## config.mk

```make
export PLATFORM = sky130hd
export DESIGN_NAME = can_frame_receiver
export DESIGN_NICKNAME = d
export VERILOG_FILES = /design/src/rtl/can_pkg.sv /design/src/rtl/can_crc15.sv /design/src/rtl/can_frame_receiver.sv
export SDC_FILE = /design/constraint.sdc
export NUM_CORES = 1
export LEC_CHECK = 0
export ABC_AREA = 1
export CORE_AREA = 2 2 113 115
export DETAILED_ROUTE_END_ITERATION = 7
export DIE_AREA = 0 0 115 117
export GPL_TIMING_DRIVEN = 0
export PLACE_DENSITY = 0.71
export SLEW_MARGIN = 20
export SYNTH_ARGS = -nofsm -noshare
export SYNTH_HDL_FRONTEND = slang
export SYNTH_SLANG_ARGS = --single-unit
export TNS_END_PERCENT = 100
```

## constraint.sdc

```tcl
create_clock -name clock_i -period 3.6 [get_ports clock_i]
set_clock_uncertainty 0.15 [all_clocks]
set_input_delay 0.54 -clock clock_i [delete_from_list [all_inputs] [get_ports clock_i]]
set_output_delay 0.54 -clock clock_i [all_outputs]
set_load 0.05 [all_outputs]
```

## src/rtl/can_pkg.sv

```systemverilog
// Shared types and constants for the CAN frame receiver and the CAN CRC-15 block.
package can_pkg;

  localparam int ID_W     = 11;
  localparam int DLC_W    = 4;
  localparam int CRC_W    = 15;
  localparam int EOF_LEN  = 7;
  localparam int IDLE_LEN = 11;
  localparam int ARB_LEN  = ID_W + 1;   // identifier plus RTR
  localparam int CTRL_LEN = 6;          // IDE, r0, DLC[3:0]
  localparam int IFS_LEN  = 3;

  localparam logic [CRC_W-1:0] CRC_POLY = 15'h4599;

  typedef enum logic [3:0] {
    BUS_SYNC,
    IDLE,
    ARB,
    CTRL,
    DATA,
    CRC,
    CRC_DELIM,
    ACK,
    ACK_DELIM,
    EOF,
    INTERMISSION
  } rx_state_e;

  typedef enum logic [2:0] {
    ERR_NONE  = 3'd0,
    ERR_STUFF = 3'd1,
    ERR_FORM  = 3'd2,
    ERR_CRC   = 3'd3,
    ERR_DLC   = 3'd4
  } err_code_e;

  // One bit-serial CRC-15 step, MSB-first.
  function automatic logic [CRC_W-1:0] crc15_next(input logic [CRC_W-1:0] crc,
                                                  input logic            din);
    logic feedback;
    feedback = din ^ crc[CRC_W-1];
    return {crc[CRC_W-2:0], 1'b0} ^ (feedback ? CRC_POLY : '0);
  endfunction

endpackage

```

## src/rtl/can_crc15.sv

```systemverilog
// Bit-serial CAN CRC-15 accumulator; clear restarts from zero and may coincide
// with enable, in which case the bit is folded into a fresh register.
module can_crc15
  import can_pkg::*;
(
  input  logic             clock_i,
  input  logic             reset_i,
  input  logic             enable,
  input  logic             clear,
  input  logic             din,
  output logic [CRC_W-1:0] crc
);

  // NOTE: sequential state uses non-blocking (<=) so every flop samples
  // pre-edge values regardless of process ordering.
  always_ff @(posedge clock_i or negedge reset_i) begin
    if (!reset_i) begin
      crc <= '0;
    end else if (enable) begin
      crc <= crc15_next(clear ? '0 : crc, din);
    end else if (clear) begin
      crc <= '0;
    end
  end

endmodule

```

## src/rtl/can_frame_receiver.sv

```systemverilog
// CAN 2.0A (base format) frame receiver: bus sync, destuffing, field capture.
// Define CAN_RX_CRC_CHECK_EN to compare the received CRC and abort on mismatch.
module can_frame_receiver
  import can_pkg::*;
(
  input  logic             clock_i,
  input  logic             reset_i,
  input  logic             serial_i,
  output logic             valid_o,
  output logic [ID_W-1:0]  msg_id_o,
  output logic             rtr_o,
  output logic [DLC_W-1:0] dlc_o,
  output logic [31:0]      data_o,
  output logic             error_o,
  output logic [2:0]       err_code_o,
  output logic             busy_o
);

  localparam logic [5:0] SYNC_LAST = 6'(IDLE_LEN - 1);
  localparam logic [5:0] ARB_LAST  = 6'(ARB_LEN - 1);
  localparam logic [5:0] CTRL_LAST = 6'(CTRL_LEN - 1);
  localparam logic [5:0] CRC_LAST  = 6'(CRC_W - 1);
  localparam logic [5:0] EOF_LAST  = 6'(EOF_LEN - 1);
  localparam logic [5:0] IFS_LAST  = 6'(IFS_LEN - 1);

  rx_state_e        state, state_nxt;
  logic [5:0]       bit_cnt, cnt_nxt;
  logic [2:0]       run_cnt;
  logic             last_bit;
  logic [ID_W-1:0]  id_q;
  logic             rtr_q;
  logic [DLC_W-1:0] dlc_q;
  logic [31:0]      data_q;

  logic             field_state, stuff_slot, stuff_err, data_bit, sof;
  logic             abort, frame_done, crc_bad;
  err_code_e        abort_code;
  logic [DLC_W-1:0] dlc_nxt;
  logic [5:0]       data_last;

  assign field_state = state inside {ARB, CTRL, DATA, CRC};
  // A stuff bit may still trail the last CRC bit, so CRC_DELIM inherits a pending slot.
  assign stuff_slot  = (run_cnt == 3'd5) && (field_state || state == CRC_DELIM);
  assign stuff_err   = stuff_slot && (serial_i == last_bit);
  assign data_bit    = field_state && !stuff_slot;
  assign sof         = (state == IDLE) && !serial_i;
  assign dlc_nxt     = {dlc_q[DLC_W-2:0], serial_i};
  assign data_last   = {dlc_q[2:0], 3'b000} - 6'd1;
  assign busy_o      = field_state || (state inside {CRC_DELIM, ACK, ACK_DELIM, EOF});

`ifdef CAN_RX_CRC_CHECK_EN
  logic [CRC_W-1:0] crc_calc, crc_rx;
  logic             crc_en;

  assign crc_en = sof || (data_bit && state inside {ARB, CTRL, DATA});

  can_crc15 u_crc (
    .clock_i (clock_i),
    .reset_i (reset_i),
    .enable  (crc_en),
    .clear   (sof),
    .din     (serial_i),
    .crc     (crc_calc)
  );

  always_ff @(posedge clock_i or negedge reset_i) begin
    if (!reset_i) begin
      crc_rx <= '0;
    end else if (sof) begin
      crc_rx <= '0;
    end else if (data_bit && state == CRC) begin
      crc_rx <= {crc_rx[CRC_W-2:0], serial_i};
    end
  end

  assign crc_bad = ({crc_rx[CRC_W-2:0], serial_i} != crc_calc);
`else
  assign crc_bad = 1'b0;
`endif

  always_ff @(posedge clock_i or negedge reset_i) begin
    if (!reset_i) begin
      state   <= BUS_SYNC;
      bit_cnt <= '0;
    end else begin
      state   <= state_nxt;
      bit_cnt <= cnt_nxt;
    end
  end

  // NOTE: every always_comb output gets a default first, so no path can
  // leave a value unassigned and infer a latch.
  always_comb begin
    state_nxt  = state;
    cnt_nxt    = bit_cnt;
    abort      = 1'b0;
    abort_code = ERR_NONE;
    frame_done = 1'b0;

    case (state)
      BUS_SYNC: begin
        if (!serial_i) begin
          cnt_nxt = '0;
        end else if (bit_cnt == SYNC_LAST) begin
          state_nxt = IDLE;
          cnt_nxt   = '0;
        end else begin
          cnt_nxt = bit_cnt + 6'd1;
        end
      end
      IDLE: begin
        if (sof) begin
          state_nxt = ARB;
          cnt_nxt   = '0;
        end
      end
      ARB: begin
        if (data_bit) begin
          if (bit_cnt == ARB_LAST) begin
            state_nxt = CTRL;
            cnt_nxt   = '0;
          end else begin
            cnt_nxt = bit_cnt + 6'd1;
          end
        end
      end
      CTRL: begin
        if (data_bit) begin
          if (bit_cnt == 6'd0 && serial_i) begin
            abort      = 1'b1;
            abort_code = ERR_FORM;
          end else if (bit_cnt == CTRL_LAST) begin
            cnt_nxt = '0;
            if (!rtr_q && dlc_nxt > 4'd4) begin
              abort      = 1'b1;
              abort_code = ERR_DLC;
            end else if (rtr_q || dlc_nxt == '0) begin
              state_nxt = CRC;
            end else begin
              state_nxt = DATA;
            end
          end else begin
            cnt_nxt = bit_cnt + 6'd1;
          end
        end
      end
      DATA: begin
        if (data_bit) begin
          if (bit_cnt == data_last) begin
            state_nxt = CRC;
            cnt_nxt   = '0;
          end else begin
            cnt_nxt = bit_cnt + 6'd1;
          end
        end
      end
      CRC: begin
        if (data_bit) begin
          if (bit_cnt == CRC_LAST) begin
            cnt_nxt = '0;
            if (crc_bad) begin
              abort      = 1'b1;
              abort_code = ERR_CRC;
            end else begin
              state_nxt = CRC_DELIM;
            end
          end else begin
            cnt_nxt = bit_cnt + 6'd1;
          end
        end
      end
      CRC_DELIM: begin
        if (!stuff_slot) begin
          if (!serial_i) begin
            abort      = 1'b1;
            abort_code = ERR_FORM;
          end else begin
            state_nxt = ACK;
          end
        end
      end
      ACK: state_nxt = ACK_DELIM;
      ACK_DELIM: begin
        if (!serial_i) begin
          abort      = 1'b1;
          abort_code = ERR_FORM;
        end else begin
          state_nxt = EOF;
          cnt_nxt   = '0;
        end
      end
      EOF: begin
        if (!serial_i) begin
          abort      = 1'b1;
          abort_code = ERR_FORM;
        end else if (bit_cnt == EOF_LAST) begin
          frame_done = 1'b1;
          state_nxt  = INTERMISSION;
          cnt_nxt    = '0;
        end else begin
          cnt_nxt = bit_cnt + 6'd1;
        end
      end
      INTERMISSION: begin
        if (!serial_i) begin
          state_nxt = BUS_SYNC;
          cnt_nxt   = '0;
        end else if (bit_cnt == IFS_LAST) begin
          state_nxt = IDLE;
          cnt_nxt   = '0;
        end else begin
          cnt_nxt = bit_cnt + 6'd1;
        end
      end
      default: begin
        state_nxt = BUS_SYNC;
        cnt_nxt   = '0;
      end
    endcase

    if (stuff_err) begin
      abort      = 1'b1;
      abort_code = ERR_STUFF;
    end
    if (abort) begin
      state_nxt = BUS_SYNC;
      cnt_nxt   = '0;
    end
  end

  always_ff @(posedge clock_i or negedge reset_i) begin
    if (!reset_i) begin
      run_cnt  <= '0;
      last_bit <= 1'b0;
    end else if (sof) begin
      run_cnt  <= 3'd1;
      last_bit <= 1'b0;
    end else if (stuff_slot) begin
      run_cnt  <= 3'd1;
      last_bit <= serial_i;
    end else if (data_bit) begin
      if (serial_i == last_bit) begin
        run_cnt <= run_cnt + 3'd1;
      end else begin
        run_cnt  <= 3'd1;
        last_bit <= serial_i;
      end
    end
  end

  always_ff @(posedge clock_i or negedge reset_i) begin
    if (!reset_i) begin
      id_q   <= '0;
      rtr_q  <= 1'b0;
      dlc_q  <= '0;
      data_q <= '0;
    end else if (sof) begin
      data_q <= '0;
    end else if (data_bit) begin
      case (state)
        ARB:  {id_q, rtr_q} <= {id_q[ID_W-2:0], rtr_q, serial_i};
        CTRL: dlc_q <= dlc_nxt;
        // Data bit n lands at 31-n so the first byte ends up in [31:24].
        DATA: data_q[~bit_cnt[4:0]] <= serial_i;
        default: ;
      endcase
    end
  end

  always_ff @(posedge clock_i or negedge reset_i) begin
    if (!reset_i) begin
      valid_o    <= 1'b0;
      error_o    <= 1'b0;
      err_code_o <= '0;
      msg_id_o   <= '0;
      rtr_o      <= 1'b0;
      dlc_o      <= '0;
      data_o     <= '0;
    end else begin
      valid_o <= frame_done;
      error_o <= abort;
      if (abort) begin
        err_code_o <= abort_code;
      end
      if (frame_done) begin
        msg_id_o <= id_q;
        rtr_o    <= rtr_q;
        dlc_o    <= dlc_q;
        data_o   <= data_q;
      end
    end
  end

endmodule

```

==> impl_metrics.py <==
metrics = {
    "layout": {
        "finalNonFillerCells": 899,
        "drive_gt1_share_pct": 10.4,
        "post-route-util_pct": 55.7,
        "final_common_cell": "nand2_1",
        "nets": 747,
        "fillCellCount": 1089,
        "diodes": 0,
        "layout_common_cells": "nand2_1 (223), dfrtp_1 (115), nand3_1 (58), o21ai_0 (56), clkdlybuf4s50_1 (54)",
        "multiInputGateArea_sq_mm": 0.00226,
        "regArea_sq_mm": 0.00288,
        "syn2layout_area_growth_pct": 25.0,
    },
    "synthesis": {
        "ys_seq_area_share_pct": 52.4,
        "synth_nets": 671,
        "synth-warning-count": 0,
        "postSynth.asyncResetShare_pct": 100,
        "synth_cell_type_count": 35,
        "synth_flop_cell": "dfrtp_1",
        "syn_avg_cell_area_sq_um": 8.31,
        "synth_area_sq_mm": 0.00549,
        "syn_inst": 660,
        "ys_seq_elements": 115,
        "synth_enable_flop_cells": 0,
    },
    "drt": {
        "vias": 4671,
        "drtPass1Iterations": 7,
        "wl_per_cell_microns": 14.2,
        "route.detailed.drc": 0,
        "ant_nets": 0,
        "viasPerCell": 5.20,
        "drtIter0Drc": 293,
        "wirelength_mm": 12.8,
    },
    "sta": {
        "hold_viol_final": 0,
        "setup_viol": 0,
        "fin_tns_setup_ps": 0,
        "relSlewSlack_pct": 48.1,
        "min_period_ps": 2980,
        "rsz0062_at_grt": "no",
        "fmax_mhz": 335,
        "timing.hold.ws_ps": 317,
        "slew_violations": 0,
        "worst_pin_slew_ps": 773,
        "fin_crit_sh_pct": 82.8,
    },
    "die": {
        "die_h_microns": 117,
        "start_util_pct": 44.6,
        "ios": 57,
        "die_x_microns": 115,
        "core_sq_mm": 0.0123,
        "dieArea_sq_mm": 0.0135,
        "core.rowCount": 41,
    },
    "grt": {
        "antenna_found_initial": 0,
        "grt_pass1_wl_mm": 21.2,
        "grt_use_met1_pct": 26.1,
        "grt_overflow": 0,
        "track_usage_pct": 20.0,
        "grt_pass1_vias": 4457,
        "grtUsageMet3_pct": 4.43,
        "grt.busiest_layer": "met2",
        "grt_max_degree": 68,
        "use_met2_pct": 32.5,
    },
    "setup_path": {
        "crit_type": "flip-flop to output port",
        "critPathLaunchType": "flip-flop",
        "reg2reg_slack_ps": 810,
        "path_buf_inv": 2,
        "cp_cell_sequence": "nor2_1 > nand2_2 > nand2_1 > inv_1 > nand4_1 > clkdlybuf4s50_1",
        "cp.required_ps": 2910,
        "reg2reg_to": "msg_id_o[9]$_DFFE_PN0P_",
        "ff2ff_path_depth": 9,
        "path_delay_family": "buffers and inverters",
        "cpPeakStageDelay_ps": 820,
        "cpMaxStageDelayCell": "clkdlybuf4s50_1",
        "cp.arrival_ps": 2290,
        "rr_startpoint": "bit_cnt[0]$_DFFE_PN0P_",
        "critical_path_depth": 6,
        "end_kind": "output port",
        "cp_max_fo": 6,
    },
    "hold_path": {
        "hold_path_end": "data_o[25]$_DFFE_PN0P_",
        "hold_class": "flip-flop to flip-flop",
        "hold_depth": 2,
        "worst_hold_startpoint": "data_o[25]$_DFFE_PN0P_",
    },
    "clocking": {
        "clk_path_buf_depth": 2,
        "cts_root_buf": "clkbuf_16",
        "cts-buffers-inserted": 17,
        "ctsResizeCount": 0,
        "clk_latency_ps": 410,
        "htreeDepth": 4,
        "path_clk_slew_ps": 50,
        "post-cts-setup-buffer-count": 0,
        "cts.sinks": 115,
        "cts_tree": "done",
    },
    "place": {
        "hpwl_mm": 9.18,
        "place_inst": 866,
        "gp_congestion": 0.951,
        "port_buffers": 55,
    },
    "power": {
        "p_int_mw": 3.15,
        "power_density_mw_per_mm2": 732,
        "p_switching_mw": 1.87,
        "power_leakage_nw": 3.31,
        "vdd_drop_max_v": 0.000526,
        "p_seq_share_pct": 32.8,
        "power.share.clock_pct": 33.6,
        "p_sw_share_pct": 37.3,
        "combPwrFrac_pct": 33.6,
    },
    "flow_run": {
        "cap_violations": 0,
    },
    "outcome": {
        "status": "finished clean",
    },
}
## how the worst max path moves through the flow
| stage | startpoint | end |
|---|---|---|
| final | state[3]$_DFFE_PN0P_ | busy_o |
| after global routing | state[3]$_DFFE_PN0P_ | busy_o |
| after CTS | state[3]$_DFFE_PN0P_ | busy_o |
| after detailed placement | bit_cnt[0]$_DFFE_PN0P_ | msg_id_o[2]$_DFFE_PN0P_ |
| after global placement | reset_i | err_code_o[2]$_DFFE_PN0P_ |
| after floorplan | bit_cnt[0]$_DFFE_PN0P_ | bit_cnt[0]$_DFFE_PN0P_ |
## timing repair
action,CTS,global route
hold buffers,1,0
endpoints found under the setup margin,0,0
hold endpoints to repair,48,0
## cell families after synthesis
logic type | after synthesis | share of synthesized area, %
AO/OA/AOI/OAI | 81 | 7.59
AND/OR/NAND/NOR | 372 | 31.2
flip-flops | 115 | 52.4
XOR/XNOR | 4 | 0.639
buffers and inverters | 80 | 6.34
adder cells (fa/ha/maj) | 8 | 1.82
## sequential cells by signal, summed over array words and instances (netlist names)
name	flops
dlc_q	4
err_code_o	3
valid_o	1
bit_cnt	6
run_cnt	3
id_q	11
data_o	32
rtr_o	1
rtr_q	1
error_o	1
msg_id_o	11
state	4
last_bit	1
dlc_o	4
data_q	32
## metrics by stage
step,area (sq um),setup slack (ps),power [mW]
2_1_floorplan,5490,1600,2.90
3_3_place_gp,6230,-2330,3.27
3_5_place_dp,6250,865,3.33
4_1_cts,6860,614,5.04
5_1_grt,6860,479,5.32
6_report,6860,618,5.02
## layout make-up
| cell class | count | share of cell area [%] |
|---|---|---|
| clock inverter | 9 | 1.86 |
| timing repair buffer | 57 | 8.59 |
| inverter | 53 | 2.99 |
| buffer | 27 | 2.08 |
| sequential | 115 | 41.9 |
| clock buffer | 23 | 6.82 |
| multi-input combinational | 465 | 33.0 |
| tap | 150 | 2.74 |
## per-layer routing
metal / part of all wire [%] / vias up / wire (microns)
met5: 0 / - / 0
li1: - / 2298 / -
met4: 2.7 / 0 / 340
met3: 4.6 / 31 / 594
met2: 49 / 125 / 6250
met1: 44 / 2217 / 5610
## synthesized netlist by cell type, drive strengths merged (2+ instances only)
library cell / n / area [sq um]
nand2: 228 / 883
dfrtp: 115 / 2880
o21ai: 75 / 375
nand3: 65 / 375
inv: 52 / 200
nor2: 44 / 188
nand4: 24 / 186
buf: 19 / 113
clkbuf: 8 / 30.0
ha: 8 / 100
nor3: 7 / 35.0
a21oi: 2 / 10.0
nand3b: 2 / 15.0
nor4: 2 / 27.5
o211ai: 2 / 15.0
xnor2: 2 / 17.5
xor2: 2 / 17.5
## power groups by stage
stage          clock network, mW  registers [mW]  logic, mW
5_1_grt                     1.78            1.67       1.87
6_report                    1.69            1.65       1.69
3_3_place_gp                   0            1.65       1.62
3_5_place_dp                   0            1.66       1.67
2_1_floorplan                  0            1.69       1.21
4_1_cts                     1.72            1.64       1.68
## tightest hold or removal path, cell delays in order, from the launching register on
cell and delay, ps:
dfrtp_1 340, nand2_1 50, nand2_1 50
(Power assumes the default switching activity.)
